$ cat config.mk
export PLATFORM = sky130hd
export DESIGN_NAME = rr_arbiter_4_flat
export DESIGN_NICKNAME = d
export VERILOG_FILES = /design/src/rtl/rr_arbiter_pkg.sv /design/src/rtl/rr_arbiter_4_if.sv /design/src/rtl/decoder_2_4.sv /design/src/rtl/rr_arbiter_4.sv /design/src/flat_wrapper.sv
export SDC_FILE = /design/constraint.sdc
export NUM_CORES = 1
export LEC_CHECK = 0
export BUFFER_PORTS_ARGS = -buffer_cell sky130_fd_sc_hd__buf_2
export CORE_UTILIZATION = 49
export CTS_CLUSTER_SIZE = 30
export DETAILED_ROUTE_END_ITERATION = 10
export PLACE_DENSITY = 0.74
export SYNTH_ARGS = -nofsm -noshare
export SYNTH_HDL_FRONTEND = slang
export SYNTH_SLANG_ARGS = --single-unit
$ cat constraint.sdc
create_clock -name clk -period 1.6 [get_ports clk]
set_input_delay 0.24 -clock clk [delete_from_list [all_inputs] [get_ports clk]]
set_output_delay 0.24 -clock clk [all_outputs]
set_load 0.02 [all_outputs]
$ cat src/rtl/rr_arbiter_pkg.sv
// Shared types and constants for the four-requester round-robin arbiter.
// Imported by the arbiter, its bus interface and the bench.
package rr_arbiter_pkg;

    localparam int N_REQ  = 4;
    localparam int CODE_W = $clog2(N_REQ);

    typedef enum logic [1:0] {
        IDLE    = 2'd0,
        GRANTED = 2'd1,
        RECOVER = 2'd2
    } arb_state_e;

    typedef logic [N_REQ-1:0]  req_vec_t;
    typedef logic [CODE_W-1:0] code_t;

    // Rotate one past the given owner; the 2-bit wrap (3 -> 0) is intentional.
    function automatic code_t next_ptr(input code_t owner);
        return owner + code_t'(1);
    endfunction

endpackage

$ cat src/rtl/rr_arbiter_4_if.sv
// Request/grant bundle between the bus masters and the arbiter.
// master = requesting side, slave = arbiter side.
interface rr_arbiter_4_if;
    import rr_arbiter_pkg::*;

    logic     en;
    req_vec_t req;
    logic     grant_valid;
    code_t    grant_code;
    req_vec_t grant;
    logic     preempt;

    modport master (
        output en, req,
        input  grant_valid, grant_code, grant, preempt
    );

    modport slave (
        input  en, req,
        output grant_valid, grant_code, grant, preempt
    );

endinterface

$ cat src/rtl/decoder_2_4.sv
// Existing 2-to-4 one-hot decoder reused by the arbiter.
module decoder_2_4 (
    input  logic [1:0] code_in,
    output logic [3:0] code_out
);

    assign code_out = 4'b0001 << code_in;

endmodule

$ cat src/rtl/rr_arbiter_4.sv
// Four-way round-robin arbiter with hold timeout and one dead cycle
// between tenures; grant_code is registered, the one-hot grant is decoded from it.
module rr_arbiter_4
    import rr_arbiter_pkg::*;
#(
    parameter int MAX_HOLD = 16,
    parameter int CNT_W    = 8
) (
    input  logic           clk,
    input  logic           rst,
    rr_arbiter_4_if.slave  arb
);

    localparam logic [CNT_W-1:0] HOLD_LAST = CNT_W'(MAX_HOLD - 1);

    arb_state_e       state_q, state_d;
    code_t            ptr_q, ptr_d;
    code_t            code_q, code_d;
    logic [CNT_W-1:0] hold_q, hold_d;
    logic             pre_q, pre_d;
    req_vec_t         dec_out;

    // Scan from the highest offset down so the lowest offset from ptr wins.
    function automatic code_t pick_winner(input req_vec_t r, input code_t p);
        code_t c;
        code_t w;
        w = p;
        for (int k = N_REQ - 1; k >= 0; k--) begin
            c = p + code_t'(k);
            if (r[c]) w = c;
        end
        return w;
    endfunction

    always_comb begin
        state_d = state_q;
        ptr_d   = ptr_q;
        code_d  = code_q;
        hold_d  = hold_q;
        pre_d   = 1'b0;
        case (state_q)
            IDLE: begin
                if (arb.en && (|arb.req)) begin
                    state_d = GRANTED;
                    code_d  = pick_winner(arb.req, ptr_q);
                    hold_d  = '0;
                end
            end
            GRANTED: begin
                hold_d = hold_q + 1'b1;
                // Release wins over a coincident timeout, so preempt stays low.
                if (!arb.req[code_q]) begin
                    state_d = RECOVER;
                    ptr_d   = next_ptr(code_q);
                end else if (hold_q == HOLD_LAST) begin
                    state_d = RECOVER;
                    ptr_d   = next_ptr(code_q);
                    pre_d   = 1'b1;
                end
            end
            RECOVER: state_d = IDLE;
            default: state_d = IDLE;
        endcase
    end

    always_ff @(posedge clk or posedge rst) begin
        if (rst) begin
            state_q <= IDLE;
            ptr_q   <= '0;
            code_q  <= '0;
            hold_q  <= '0;
            pre_q   <= 1'b0;
        end else begin
            state_q <= state_d;
            ptr_q   <= ptr_d;
            code_q  <= code_d;
            hold_q  <= hold_d;
            pre_q   <= pre_d;
        end
    end

    decoder_2_4 u_dec (
        .code_in  (code_q),
        .code_out (dec_out)
    );

    // Decoded from the state register so an async reset clears grant at once.
    assign arb.grant_valid = (state_q == GRANTED);
    assign arb.grant_code  = code_q;
    assign arb.grant       = dec_out & {N_REQ{arb.grant_valid}};
    assign arb.preempt     = pre_q;

endmodule

$ cat src/flat_wrapper.sv
// flat-port wrapper written by rule: the top's interface ports become plain ports
module rr_arbiter_4_flat import rr_arbiter_pkg::*;
#(
    parameter int MAX_HOLD = 16,
    parameter int CNT_W    = 8
)
  (clk, rst, arb_en, arb_req, arb_grant_valid, arb_grant_code, arb_grant, arb_preempt);
  rr_arbiter_4_if arb_i ();
  input  logic clk;
  input  logic rst;
  input wire logic [$bits(arb_i.en)-1:0] arb_en;
  input wire logic [$bits(arb_i.req)-1:0] arb_req;
  output wire logic [$bits(arb_i.grant_valid)-1:0] arb_grant_valid;
  output wire logic [$bits(arb_i.grant_code)-1:0] arb_grant_code;
  output wire logic [$bits(arb_i.grant)-1:0] arb_grant;
  output wire logic [$bits(arb_i.preempt)-1:0] arb_preempt;
  assign arb_i.en = arb_en;
  assign arb_i.req = arb_req;
  assign arb_grant_valid = arb_i.grant_valid;
  assign arb_grant_code = arb_i.grant_code;
  assign arb_grant = arb_i.grant;
  assign arb_preempt = arb_i.preempt;
  rr_arbiter_4 #(.MAX_HOLD(MAX_HOLD), .CNT_W(CNT_W)) u_core (.clk(clk), .rst(rst), .arb(arb_i));
endmodule
==> flow_metrics.env <==
export IMPL_die_w_um=45.2
export IMPL_clock_sinks=15
export IMPL_min_path_type="in2async"
export IMPL_antenna_cells=0
export IMPL_dr_total_vias=793
export IMPL_rows=15
export IMPL_areaGrowthSynthToFinish_pct=29.7
export IMPL_synth_distinct_cells=33
export IMPL_ir_drop_mv=1.00
export IMPL_ctsHoldBuffers=0
export IMPL_synthFlopType="dfrtp_1"
export IMPL_viasPerCell=5.15
export IMPL_dieArea_sq_mm=0.00204
export IMPL_wl_per_cell_um=12.1
export IMPL_synth_seq_cells=15
export IMPL_drt_initial_drc_count=5
export IMPL_drv_slew=0
export IMPL_clock_root_buffer="clkbuf_4"
export IMPL_cts_tree="done"
export IMPL_critPathMaxFanout=7
export IMPL_start_util_pct=52.3
export IMPL_clkLatencyLatePin_ns=0.28
export IMPL_drive_above_1_share_pct=35.7
export IMPL_worstMarginPinSlew_ns=0.583
export IMPL_yosysSeqAreaShare_pct=41.1
export IMPL_max_cap_viol_count=0
export IMPL_grt_antenna_before_repair=0
export IMPL_final_setup_tns_ns=0
export IMPL_p_leak_uw=0.000574
export IMPL_cts_buffers=3
export IMPL_finalCritPeriodShare_pct=97.7
export IMPL_yosys_area_top_type="dfrtp_1"
export IMPL_synthTopCellsByArea="dfrtp_1 (41%), ha_1 (6.8%), o21ai_1 (6.0%)"
export IMPL_gp_congestion=0.779
export IMPL_final_common_cell="buf_4"
export IMPL_dpl_hpwl_um=1330
export IMPL_synth_top_area_share_pct=41.1
export IMPL_drc=0
export IMPL_path_clk_slew_ns=0.09
export IMPL_final_cell_mix="buf_4 (19), dfrtp_1 (13), nand2_1 (12), o21ai_1 (11), buf_2 (10)"
export IMPL_grt_ovfl_total=0
export IMPL_status="finished, final reports clean"
export IMPL_die_h_um=45.2
export IMPL_wl_um=1870
export IMPL_r2r_end="u_core.ptr_q[1]"
export IMPL_yosysWarnings=0
export IMPL_reg2reg_slack_ns=0.04
export IMPL_critPathKind="reg2reg"
export IMPL_syn_area_sq_um=913
export IMPL_hold_violations=0
export IMPL_final_core_utilization_pct=67.9
export IMPL_htree_levels=1
export IMPL_grt_pass1_vias=718
export IMPL_io_buffers=14
export IMPL_cp_required_ns=1.77
export IMPL_nets=142
export IMPL_endpoint_kind="flip-flop"
export IMPL_synth_avg_cell_area_sq_um=9.42
export IMPL_max_slew_margin_pct=61.1
export IMPL_clock_fmax_mhz=640
export IMPL_coreArea_sq_mm=0.00175
export IMPL_crit_path_max_incr_delay_ns=0.46
export IMPL_io_pin_count=15
export IMPL_crit_slowest_cell="dfrtp_2"
export IMPL_clock_path_buffers=2
export IMPL_setup_viol=0
export IMPL_fin_skew_ns=0.00220
export IMPL_cp_arrival_ns=1.74
export IMPL_worstReg2RegStart="u_core.arb.grant_code[1]"
export IMPL_grt_total_usage_pct=20.6
export IMPL_worstSetupStartpointType="flip-flop"
export IMPL_synthCells=97
export IMPL_period_minus_slack_ns=1.56
export IMPL_dr_pass1_iters=4
export IMPL_synth_edf_count=0
export IMPL_p_per_area_mw_per_mm2=1760
export IMPL_grt_pass1_wl_um=2990
export IMPL_grt_start_max_net_pins=16
export IMPL_ys_async_sr_fraction_pct=100
export IMPL_antenna_left=0
export IMPL_synthesis_nets=109
export IMPL_r2r_worst_path_cells=3
export IMPL_worstPathCellList="mux2_4, o311ai_4, mux2_1"
what timing repair did:
item | 4_1_cts | 5_1_grt
pin swaps | 0 | 1
gates resized for setup | 7 | 3
setup buffers | 0 | 10
endpoints found under the setup margin | 5 | 5
worst max-delay path, delay by kind of cell (launching register included):
kind | cells | cell delay, ns
mux | 2 | 0.68
flops | 1 | 0.46
compound gates | 1 | 0.30
Yosys cell counts (all sizes together) (2+ instances only):
cell type,instances
and2,4
inv,6
a21oi,4
and3,3
mux2i,3
o31ai,2
nand3,4
mux2,2
ha,5
a31oi,2
nand2,12
nor2,10
dfrtp,15
nor2b,2
o21ai,12
through the flow:
| step | worst slack [ns] | hold slack [ns] | area (sq um) | power (uW) | instances |
|---|---|---|---|---|---|
| after floorplan | 0.0387 | 0.141 | 916 | 1320 | 97 |
| after global placement | 0.0445 | 0.316 | 1060 | 1620 | 141 |
| after detailed placement | 0.000335 | 0.336 | 1060 | 1640 | 141 |
| after CTS | 0.00507 | 0.0200 | 1110 | 1900 | 145 |
| after global routing | -0.00871 | 0.0449 | 1180 | 2260 | 154 |
| final | 0.0375 | 0.00126 | 1180 | 2090 | 154 |
per-layer routing:
layer / up-vias / global-route usage (%) / routed length [um]
li1: 407 / - / -
met4: 0 / 10.9 / 21
met2: 9 / 32.5 / 957
met1: 375 / 26.8 / 862
met3: 2 / 3.60 / 31
met5: - / 0 / 0
cell families after synthesis:
family | Yosys count | synth area share [%]
AND/OR/NAND/NOR | 40 | 22.3
AO/OA/AOI/OAI | 25 | 20.8
flip-flops | 15 | 41.1
buffers and inverters | 7 | 3.15
multiplexers | 5 | 5.75
adder cells (fa/ha/maj) | 5 | 6.85
layout make-up:
cell class / count / area (sq um)
multi-input cells: 75 / 529
flip-flops and latches: 15 / 378
inverters: 6 / 27.5
clock buffers: 4 / 26.3
repair buffers: 29 / 193
well taps: 25 / 31.3
fillers: 143 / 561
registers in the layout (all words and copies together), names as in the netlist:
signal	cells
u_core.arb.grant_code	2
u_core.ptr_q	2
u_core.arb.preempt	1
u_core.state_q	2
u_core.hold_q	8
worst max-delay path by stage:
stage	cells after the start	startpoint	to
after floorplan	3	u_core.arb.grant_code[1]	u_core.ptr_q[1]
after global placement	4	u_core.hold_q[6]	u_core.ptr_q[1]
after detailed placement	4	u_core.hold_q[6]	u_core.ptr_q[1]
after CTS	5	u_core.state_q[1]	arb_grant[1]
after global routing	5	u_core.hold_q[0]	u_core.ptr_q[1]
final	3	u_core.arb.grant_code[1]	u_core.ptr_q[1]
power by group:
group,internal [uW],total [uW],switching (uW)
logic,601,1220,622
clock network,96.9,217,120
registers,510,651,141
Power figures use the tool's default switching activity.
